## config.mk

```make
export PLATFORM = sky130hd
export DESIGN_NAME = muldiv_unit
export DESIGN_NICKNAME = d
export VERILOG_FILES = /design/src/rtl/muldiv_unit.sv
export SDC_FILE = /design/constraint.sdc
export NUM_CORES = 1
export LEC_CHECK = 0
export CAP_MARGIN = 30
export CORE_MARGIN = 5
export CORE_UTILIZATION = 30
export DETAILED_ROUTE_END_ITERATION = 8
export SYNTH_ARGS = -nofsm -noshare
export SYNTH_HDL_FRONTEND = slang
export SYNTH_SLANG_ARGS = --single-unit
```

## constraint.sdc

```tcl
create_clock -name clk -period 4.99 [get_ports clk]
set_input_delay 0.499 -clock clk [delete_from_list [all_inputs] [get_ports clk]]
set_output_delay 0.499 -clock clk [all_outputs]
set_load 0.02 [all_outputs]
```

## src/rtl/muldiv_unit.sv

```systemverilog
// Iterative RV32M multiply/divide unit: shift-add multiply and restoring divide on
// operand magnitudes, with sign correction and result select before writeback.
module muldiv_unit #(
    parameter int DATA_WIDTH = 32
) (
    input  logic                  clk,
    input  logic                  rst,
    input  logic                  start,
    input  logic [2:0]            funct3,
    input  logic [DATA_WIDTH-1:0] s1,
    input  logic [DATA_WIDTH-1:0] s2,
    output logic                  busy,
    output logic                  done,
    output logic [DATA_WIDTH-1:0] MD_OUT,
    output logic [1:0]            dbg_state
);
    localparam int W  = DATA_WIDTH;
    localparam int CW = $clog2(DATA_WIDTH);
    localparam logic [CW-1:0] LAST    = CW'(DATA_WIDTH - 1);
    localparam logic [W-1:0]  MIN_NEG = {1'b1, {(W-1){1'b0}}};

    localparam logic [2:0] F_MUL    = 3'b000;
    localparam logic [2:0] F_MULH   = 3'b001;
    localparam logic [2:0] F_MULHSU = 3'b010;
    localparam logic [2:0] F_MULHU  = 3'b011;
    localparam logic [2:0] F_DIV    = 3'b100;
    localparam logic [2:0] F_DIVU   = 3'b101;
    localparam logic [2:0] F_REM    = 3'b110;
    localparam logic [2:0] F_REMU   = 3'b111;

    // Handshake: start is sampled only in S_IDLE; busy covers the start edge up to the
    // result edge; done is a one-cycle pulse with MD_OUT valid in that same cycle.
    typedef enum logic [1:0] {
        S_IDLE = 2'd0,
        S_CALC = 2'd1,
        S_FIX  = 2'd2,
        S_WB   = 2'd3
    } state_t;

    state_t          state_q, state_d;
    logic [CW-1:0]   cnt_q, cnt_d;
    logic [2:0]      op_q, op_d;
    logic            neg_q, neg_d;
    logic            rneg_q, rneg_d;
    logic            spec_q, spec_d;
    logic [W-1:0]    mcand_q, mcand_d;
    logic [2*W-1:0]  prod_q, prod_d;
    logic [W-1:0]    res_q, res_d;
    logic [W-1:0]    md_out_q, md_out_d;
    logic            busy_q, busy_d;
    logic            done_q, done_d;

    // Operand signedness and magnitudes at capture; -MIN_NEG wraps to 2^(W-1) as wanted.
    logic         s1_signed, s2_signed, a_neg, b_neg;
    logic [W-1:0] a_mag, b_mag;
    logic         div_zero, div_ovf;

    assign s1_signed = (funct3 != F_MULHU) && (funct3 != F_DIVU) && (funct3 != F_REMU);
    assign s2_signed = s1_signed && (funct3 != F_MULHSU);
    assign a_neg     = s1_signed & s1[W-1];
    assign b_neg     = s2_signed & s2[W-1];
    assign a_mag     = a_neg ? -s1 : s1;
    assign b_mag     = b_neg ? -s2 : s2;
    assign div_zero  = funct3[2] && (s2 == '0);
    assign div_ovf   = ((funct3 == F_DIV) || (funct3 == F_REM)) && (s1 == MIN_NEG) && (s2 == '1);

    // One iteration step; prod_q holds {hi, lo} for multiply and {rem, quo} for divide.
    logic [W:0] mul_sum;
    logic [W:0] div_shift, div_diff;
    logic       div_ge;

    assign mul_sum   = {1'b0, prod_q[2*W-1:W]} + (prod_q[0] ? {1'b0, mcand_q} : '0);
    assign div_shift = {prod_q[2*W-1:W], prod_q[W-1]};
    assign div_diff  = div_shift - {1'b0, mcand_q};
    assign div_ge    = ~div_diff[W];

    logic [2*W-1:0] prod_sel;
    logic [W-1:0]   quo_fix, rem_fix;

    assign prod_sel = neg_q ? -prod_q : prod_q;
    assign quo_fix  = neg_q ? -prod_q[W-1:0] : prod_q[W-1:0];
    assign rem_fix  = rneg_q ? -prod_q[2*W-1:W] : prod_q[2*W-1:W];

    always_comb begin
        state_d  = state_q;
        cnt_d    = cnt_q;
        op_d     = op_q;
        neg_d    = neg_q;
        rneg_d   = rneg_q;
        spec_d   = spec_q;
        mcand_d  = mcand_q;
        prod_d   = prod_q;
        res_d    = res_q;
        md_out_d = md_out_q;
        busy_d   = busy_q;
        done_d   = 1'b0;

        case (state_q)
            S_IDLE: begin
                if (start) begin
                    op_d   = funct3;
                    busy_d = 1'b1;
                    cnt_d  = '0;
                    spec_d = 1'b0;
                    if (funct3[2]) begin
                        mcand_d = b_mag;
                        prod_d  = {{W{1'b0}}, a_mag};
                        neg_d   = (funct3 == F_DIV) && (a_neg ^ b_neg);
                        rneg_d  = (funct3 == F_REM) && a_neg;
                    end else begin
                        mcand_d = a_mag;
                        prod_d  = {{W{1'b0}}, b_mag};
                        neg_d   = a_neg ^ b_neg;
                        rneg_d  = 1'b0;
                    end
                    if (div_zero) begin
                        res_d   = funct3[1] ? s1 : '1;
                        spec_d  = 1'b1;
                        state_d = S_FIX;
                    end else if (div_ovf) begin
                        res_d   = funct3[1] ? '0 : MIN_NEG;
                        spec_d  = 1'b1;
                        state_d = S_FIX;
                    end else begin
                        state_d = S_CALC;
                    end
                end
            end

            S_CALC: begin
                if (op_q[2]) begin
                    prod_d = div_ge ? {div_diff[W-1:0], prod_q[W-2:0], 1'b1}
                                    : {div_shift[W-1:0], prod_q[W-2:0], 1'b0};
                end else begin
                    prod_d = {mul_sum, prod_q[W-1:1]};
                end
                cnt_d = cnt_q + CW'(1);
                if (cnt_q == LAST) begin
                    state_d = S_FIX;
                end
            end

            S_FIX: begin
                if (!spec_q) begin
                    case (op_q)
                        F_MUL:                     res_d = prod_sel[W-1:0];
                        F_MULH, F_MULHSU, F_MULHU: res_d = prod_sel[2*W-1:W];
                        F_DIV, F_DIVU:             res_d = quo_fix;
                        default:                   res_d = rem_fix;
                    endcase
                end
                state_d = S_WB;
            end

            S_WB: begin
                md_out_d = res_q;
                done_d   = 1'b1;
                busy_d   = 1'b0;
                state_d  = S_IDLE;
            end

            default: state_d = S_IDLE;
        endcase
    end

    always_ff @(posedge clk or posedge rst) begin
        if (rst) begin
            state_q  <= S_IDLE;
            cnt_q    <= '0;
            op_q     <= '0;
            neg_q    <= 1'b0;
            rneg_q   <= 1'b0;
            spec_q   <= 1'b0;
            mcand_q  <= '0;
            prod_q   <= '0;
            res_q    <= '0;
            md_out_q <= '0;
            busy_q   <= 1'b0;
            done_q   <= 1'b0;
        end else begin
            state_q  <= state_d;
            cnt_q    <= cnt_d;
            op_q     <= op_d;
            neg_q    <= neg_d;
            rneg_q   <= rneg_d;
            spec_q   <= spec_d;
            mcand_q  <= mcand_d;
            prod_q   <= prod_d;
            res_q    <= res_d;
            md_out_q <= md_out_d;
            busy_q   <= busy_d;
            done_q   <= done_d;
        end
    end

    assign busy      = busy_q;
    assign done      = done_q;
    assign MD_OUT    = md_out_q;
    assign dbg_state = state_q;

endmodule
```

After elaboration in Yosys (flattened, before gate mapping) --
Cells that the tools add are included.
Operators by class: div/mod/pow operators 0, reductions and logical operators 22, multipliers 0, mux-type cells 34, equal/unequal tests 21, bitwise gates (word level) 3, shift operators 0, $lt $le $gt $ge 0, $add $sub $neg 8
Operators by type and width (count):
- $mux W32 | 13
- $mux W64 | 4
- $neg A32 Y32 | 4
- $pmux W64 S2 | 1
- $pmux W32 S3 | 1
- $eq A32 B32 Y1 const B | 2
- $neg A64 Y64 | 1
- $pmux W32 S2 | 1
- $add A32 B32 Y33 | 1
- $sub A33 B32 Y33 | 1
- $logic_not A32 Y1 | 1
- $eq A3 B3 Y1 const B | 4
- $pmux W5 S2 | 1
- $ne A3 B3 Y1 const B | 3
- $logic_and A1 B1 Y1 | 8
- $mux W2 | 4
- $pmux W2 S4 | 1
- $reduce_and A2 Y1 | 4
- $eq A3 B2 Y1 const B | 2
- $mux W1 | 6
- $ne A2 B2 Y1 const B | 3
- $ne A3 B2 Y1 const B | 2
- $reduce_bool A2 Y1 | 3
- $add A5 B1 Y5 const B | 1
- other kinds (14) | 16
Word-level totals: memories 0, bits of input ports 70, output and inout port bits 36, latch bits 0, memory bits (writable) 0, word-level logic and storage cells 100, register bits after elaboration 175, memory bits (read-only) 0

Longest topological paths before layout --
Gate-level depths: netlist of run 1.
depth in word-level cells 9, mapped depth 16, gate-level depth less buffers 14

Worst setup path after synthesis of run 1 --
Ideal clock, no wire load.
path type reg-to-reg, start point register prod_q[31], end point register prod_q[60], setup time 0.136 ns, required time 4.854 ns, period minus slack after synthesis 3.773 ns, cell stages (with the launch flop) 17, slack 1.217 ns, data arrival time 3.637 ns, path buffers 3, path through dfrtp_1 clkbuf_1 inv_1 ha_1 fa_1 nand2b_1 o2bb2ai_1 o21ba_2 o31ai_4 a21boi_1 o41ai_1 nor2_1 buf_2 buf_2 a32o_1 nor2_1 o21ai_0
On the way: word-level cells in the longest chain between the ends 4
Ends and longest elaborated chain:
- from (decl) | line 47 | logic [2*W-1:0] prod_q, prod_d;
- from (signal assigned) | line 188 | prod_q <= prod_d;
- $sub A33 B32 Y33 | line 74 | assign div_diff = div_shift - {1'b0, mcand_q};
- $mux W64 | line 132 | prod_d = div_ge ? {div_diff[W-1:0], prod_q[W-2:0], 1'b1}
- $mux W64 | line 131 | if (op_q[2]) begin
- $pmux W64 S2 | line 98 | case (state_q)
Every way passes these cells. A chain may end at the register's enable or synchronous reset.

Worst setup path in the final report of run 1 --
start point register prod_q[32], end point register prod_q[63]
On the way: word-level cells in the longest chain between the ends 4, elaborated cells between the ends (all ways) 5, those cells by class add/sub (2); mux (3)
Ends and longest elaborated chain (line):
- $sub A33 B32 Y33 | 74
- $mux W64 | 132
- $mux W64 * | 131
- $pmux W64 S2 * | 98
Mark *: on every way between the ends. The rest lies on a longest branch, timed or not.

==> impl_metrics.env, run 1 <==
export IMPL_status="finished, final reports clean"
export IMPL_slew_headroom_pct=23.46
export IMPL_die_area_um2=57770
export IMPL_cts_sinks=175
export IMPL_vias=15960
export IMPL_io_pins=106
export IMPL_syn_area_um2=15920
export IMPL_holdPathStages=1
export IMPL_io_buffers=105
export IMPL_r2r_setup_slack_ns=0.83
export IMPL_power_uw=12240
export IMPL_worst_pin_slew_ns=1.148
export IMPL_fin_nets=2230
export IMPL_row_count=84
export IMPL_syn_nets=2195
export IMPL_cts_root_buffer="clkbuf_16"
export IMPL_yosysSeqAreaShare_pct=27.51
export IMPL_crit_fanout=10
export IMPL_ir_drop_v=0.0002241
export IMPL_seq_area_um2=4380
export IMPL_cts_path_max_buffers=2
export IMPL_hold_buffers=0
export IMPL_grt_pass1_vias=14870
export IMPL_setup_violations=0
export IMPL_cts_tree="yes"
export IMPL_dp_cells=2752
export IMPL_final_common_cell="nor2_1"
export IMPL_grtUsageTotal_pct=20.92
export IMPL_post_cts_resized=0
export IMPL_hold_end="cnt_q[3]"
export IMPL_power_density_nw_per_um2=669.7
export IMPL_cap_violations=0
export IMPL_cts_setup_buffers=0
export IMPL_core_um2=52550
export IMPL_netlist_area_leader_share_pct=27.51
export IMPL_synth_cell_types=84
export IMPL_cts_buffers=17
export IMPL_synth_edff_count=0
export IMPL_arrival_ns=4.50
export IMPL_layout_worst_path_cycle_share_pct=83.31
export IMPL_finalCriticalPeriod_ns=4.157
export IMPL_fin_setup_tns_ns=0
export IMPL_end_kind="flip-flop"
export IMPL_most_common_layout_cells="nor2_1 (242), a21oi_1 (190), nand2_1 (185), o21ai_0 (183), dfrtp_1 (174)"
export IMPL_fin_cells=2785
export IMPL_synth_top_area_cell="dfrtp_1"
export IMPL_multiInputGateArea_um2=10780
export IMPL_p_leak_uw=0.007416
export IMPL_grt_max_degree=176
export IMPL_path_clk_slew_ns=0.07
export IMPL_die_h_um=240.4
export IMPL_gp_congestion=0.9889
export IMPL_n_fill_cell=5547
export IMPL_ys_warn_count=0
export IMPL_ys_async_sr_fraction_pct=100.0
export IMPL_min_from="cnt_q[3]"
export IMPL_route_antenna_remaining_nets=0
export IMPL_drt_total_wl_mm=61.80
export IMPL_first_iter_violations=1844
export IMPL_reg2regPathDepth=13
export IMPL_h_tree_depth=4
export IMPL_drc=0
export IMPL_syn_to_final_growth_pct=14.81
export IMPL_ys_ff_latch=175
export IMPL_insertion_delay_ns=0.46
export IMPL_start_kind="flip-flop"
export IMPL_firstDrtPassIters=6
export IMPL_synthFlopType="dfrtp_1"
export IMPL_antenna_found_initial=0
export IMPL_synthCells=2048
export IMPL_die_w_um=240.4
export IMPL_viasPerCell=5.732
export IMPL_wl_per_cell_um=22.19
export IMPL_skew_ns=0.01180
export IMPL_fmax_mhz=240.5
export IMPL_grt_pass1_wl_mm=93.29
export IMPL_finalHoldViolCount=0
export IMPL_rsz0062_at_grt="no"
export IMPL_hold_path_class="reg2reg"
export IMPL_r2r_end="prod_q[63]"
export IMPL_hpwl_mm=48.53
export IMPL_regToRegStartpoint="prod_q[32]"
export IMPL_slew_violations=0
export IMPL_worst_setup_path_type="reg2reg"
export IMPL_grt_overflow=0
export IMPL_drive_gt1_share_pct=8.635
export IMPL_syn_area_per_cell_um2=7.773
export IMPL_synth_area_top_cells="dfrtp_1 (28%), a21oi_1 (6.0%), ha_1 (5.9%), o21ai_0 (5.8%), nor2_1 (5.7%)"
export IMPL_start_util_pct=30.29
export IMPL_critPathRequiredTime_ns=5.33
cell type report:
cell class              count  share of cell area [%]
multi-input cells        1666                   58.99
flip-flops and latches    175                   23.97
repair buffers            151                   7.859
well taps                 688                   4.710
clock buffers              21                   2.519
inverters                  72                   1.499
clock inverters            11                  0.4450
diodes                      1                 0.01369
power by group:
part           total, uW  switching [uW]  internal, uW
combinational       8170            4970          3200
clock               1290             618           667
sequential          2780             729          2050
total              12200            6320          5920
state kept, by name, indices dropped and copies added (netlist names):
| name | flops |
|---|---|
| prod_q | 64 |
| MD_OUT | 32 |
| mcand_q | 32 |
| res_q | 32 |
| cnt_q | 5 |
| op_q | 3 |
| dbg_state | 2 |
| busy | 1 |
| done | 1 |
| neg_q | 1 |
| rneg_q | 1 |
| spec_q | 1 |
layer usage:
layer  share of wire [%]  global-route usage (%)  up-vias
met5                   0                       0        -
met4                 3.5                   7.153        0
met3                 8.3                   4.244       97
met2                  44                   31.94      733
met1                  44                   29.55     7648
li1                    -                       -     7486
per-stage QoR:
stage          util (%)  hold slack [ns]  setup WS [ns]  area [um^2]
2_1_floorplan         -           0.4436          1.217        15920
3_3_place_gp      33.71           0.4665         0.9713        17720
3_5_place_dp      33.74           0.4711         0.9174        17730
4_1_cts           34.77           0.4840         0.9082        18270
5_1_grt           34.77           0.5101         0.4914        18270
6_report          34.78           0.4771         0.8327        18280
cell usage after synthesis (all sizes together) (6+ instances only):
| master | n |
|---|---|
| a22oi | 19 |
| inv | 69 |
| a31oi | 19 |
| o41ai | 12 |
| o22ai | 24 |
| or4 | 25 |
| o21ai | 194 |
| ha | 75 |
| buf | 21 |
| a21boi | 6 |
| a221o | 8 |
| nor3 | 32 |
| o221ai | 12 |
| o211ai | 13 |
| dfrtp | 175 |
| nand4 | 22 |
| o21bai | 8 |
| or2 | 12 |
| a21o | 28 |
| a21oi | 190 |
| o31ai | 38 |
| a211oi | 36 |
| or3 | 31 |
| o21a | 11 |
| nand2b | 22 |
| xor2 | 104 |
| nand3 | 36 |
| mux2 | 58 |
| a41oi | 8 |
| nor2 | 243 |
| mux2i | 23 |
| xnor2 | 82 |
| nand2 | 186 |
| clkbuf | 114 |
| and2 | 7 |
| nor4 | 14 |
worst max-delay path, cell delays in order, from the launching register on:
cell and delay, ns:
dfrtp_1 0.55, inv_1 0.25, fa_1 0.47, nand2b_1 0.16, o2bb2ai_1 0.16, o21ba_2 0.28, o31ai_4 0.34, a21boi_1 0.24
o41ai_1 0.52, buf_4 0.22, o21ai_0 0.13, or3b_2 0.49, mux2i_1 0.16, nor2_1 0.06
worst max-delay path by stage:
| stage | depth (start not counted) | end | start | slack (ns) |
|---|---|---|---|---|
| after floorplan | 16 | prod_q[60] | prod_q[31] | 1.22 |
| after global placement | 14 | mcand_q[28] | s1[0] | 0.97 |
| after detailed placement | 14 | prod_q[63] | prod_q[31] | 0.92 |
| after CTS | 14 | prod_q[63] | prod_q[31] | 0.91 |
| after global routing | 13 | prod_q[63] | prod_q[0] | 0.49 |
| final | 13 | prod_q[63] | prod_q[32] | 0.83 |
kinds of logic (layout without fill, tap and decap cells):
group	after synthesis	in the layout	share of synthesized area, %
AOI/OAI and AO/OA	669	669	26.19
xor gates and xnor gates	186	186	10.23
adders and majority gates	77	77	6.146
buffers and inverters	207	255	5.038
DFF	175	175	27.51
muxes	81	81	5.549
other	0	1	0
and+or+nand+nor	653	653	19.33
Note: power is estimated with default switching activity, not from simulation.
==> run 2: changes to the inputs <==
==> constraint.sdc (replaced) <==
create_clock -name clk -period 3.51 [get_ports clk]
set_input_delay 0.351 -clock clk [delete_from_list [all_inputs] [get_ports clk]]
set_output_delay 0.351 -clock clk [all_outputs]
set_load 0.02 [all_outputs]
==> run 2 against run 1 <==
Effect of this change:
- total power up 56%
- combinational power up 65%
- cell area up 9.0%
- critical path depth down 4
- critical path type unchanged
==> impl_metrics.env, run 2 (synthesis results as in run 1) <==
export IMPL_power_density_nw_per_um2=956.1
export IMPL_cts_path_max_buffers=2
export IMPL_finish_utilization_pct=37.92
export IMPL_die_h_um=240.4
export IMPL_antenna_cells=0
export IMPL_status="finished, final reports clean"
export IMPL_syn_to_final_growth_pct=25.19
export IMPL_top_register="prod_q"
export IMPL_start_kind="flip-flop"
export IMPL_arrival_ns=3.71
export IMPL_io_buffers=105
export IMPL_cts_tree="yes"
export IMPL_antenna_found_initial=0
export IMPL_dp_cells=2940
export IMPL_layout_worst_path_cycle_share_pct=96.79
export IMPL_worst_pin_slew_ns=0.9936
export IMPL_largest_register_ffs=64
export IMPL_ir_drop_v=0.0004097
export IMPL_finalHoldViolCount=0
export IMPL_hpwl_mm=54.08
export IMPL_critical_path_cell_chain="or3_1, or4_4, or3_1, or4_1, o21ai_1, xor2_1, nor2_1, o21ai_0, a31oi_1"
export IMPL_path_clk_slew_ns=0.07
export IMPL_place_ws_ns=-0.03320
export IMPL_viasPerCell=5.711
export IMPL_multiInputGateArea_um2=10890
export IMPL_seq_area_um2=4380
export IMPL_rsz0062_at_grt="no"
export IMPL_gp_congestion=0.9730
export IMPL_io_pins=106
export IMPL_first_iter_violations=1709
export IMPL_grtUsageTotal_pct=22.49
export IMPL_grt_max_degree=65
export IMPL_drive_gt1_share_pct=17.47
export IMPL_p_leak_uw=0.008423
export IMPL_path_common_cell="or3_1"
export IMPL_die_area_um2=57770
export IMPL_insertion_delay_ns=0.45
export IMPL_grt_pass1_wl_mm=99.72
export IMPL_critPathRequiredTime_ns=3.83
export IMPL_finalCriticalPeriod_ns=3.397
export IMPL_grt_overflow=0
export IMPL_slew_violations=0
export IMPL_fmax_mhz=294.3
export IMPL_n_fill_cell=5493
export IMPL_die_w_um=240.4
export IMPL_wl_per_cell_um=22.56
export IMPL_end_kind="flip-flop"
export IMPL_cts_sinks=175
export IMPL_drc=0
export IMPL_cap_violations=0
export IMPL_slew_headroom_pct=33.06
export IMPL_worst_setup_path_type="reg2reg"
export IMPL_h_tree_depth=4
export IMPL_cts_root_buffer="clkbuf_16"
export IMPL_setup_violations=0
export IMPL_cts_buffers=17
export IMPL_fin_nets=2424
export IMPL_core_um2=52550
export IMPL_cp_slowest_cell="or4_1"
export IMPL_most_common_layout_cells="nor2_1 (240), buf_4 (232), a21oi_1 (189), nand2_1 (184), o21ai_0 (175)"
export IMPL_crit_fanout=6
export IMPL_whs_ns=0.3684
export IMPL_vias=17010
export IMPL_grt_pass1_vias=16050
export IMPL_setup_ws_ns=0.1126
export IMPL_hold_path_class="in2async"
export IMPL_firstDrtPassIters=5
export IMPL_max_stage_delay_ns=0.58
export IMPL_power_uw=19050
export IMPL_row_count=84
export IMPL_skew_ns=0.01226
export IMPL_route_antenna_remaining_nets=0
export IMPL_r2r_setup_slack_ns=0.11
export IMPL_drt_total_wl_mm=67.19
export IMPL_final_common_cell="nor2_1"
export IMPL_hold_buffers=0
export IMPL_fin_cells=2978
export IMPL_start_util_pct=30.29
[run 2: where the power goes]
| group | total (uW) | switching (uW) | internal (uW) |
|---|---|---|---|
| registers | 3670 | 749 | 2930 |
| clock network | 1910 | 886 | 1030 |
| logic | 13500 | 7960 | 5510 |
[run 2: worst paths after layout]
kind	to	start	cells after the start
setup / recovery	res_q[27]	prod_q[34]	9
hold / removal	prod_q[33]	rst	2
setup reg to reg	res_q[27]	prod_q[34]	9
hold reg to reg	mcand_q[26]	mcand_q[26]	2
max in group asynchronous	dbg_state[1]	rst	4
min in group clk	rneg_q	funct3[2]	3
[run 2: layer usage]
metal / track usage [%] / share of wire [%] / vias up
li1: - / - / 7871
met1: 31.12 / 44 / 8246
met2: 34.86 / 44 / 765
met3: 4.038 / 7.5 / 126
met4: 9.027 / 4.4 / 0
met5: 0 / 0 / -
[run 2: worst max-delay path: cells and delay by family, from the launching register on]
family | cells | cell delay, ns
AOI/OAI and AO/OA | 3 | 0.61
DFF | 1 | 0.47
xor gates and xnor gates | 1 | 0.16
and+or+nand+nor | 5 | 2.02
[run 2: repair_timing]
item	CTS	global route
cloned	0	1
resized for setup	3	35
hold endpoints to repair	0	0
pin swaps	0	8
setup endpoints to repair	1	30
setup buffers	0	5
[run 2: through the flow]
step,cell area [um^2],setup TNS [ns]
3_3_place_gp,19160,-0.08609
6_report,19930,0
4_1_cts,19750,0
2_1_floorplan,15930,0
5_1_grt,19930,0
3_5_place_dp,19170,-0.07150
[run 2: final cells by class]
type                            count  share of cell area, %
Multi-Input combinational cell   1666                  54.66
Timing Repair Buffer              345                  14.75
Tap cell                          688                  4.319
Clock inverter                     13                 0.6341
Clock buffer                       19                  2.273
Sequential cell                   175                  21.98
Inverter                           72                  1.387
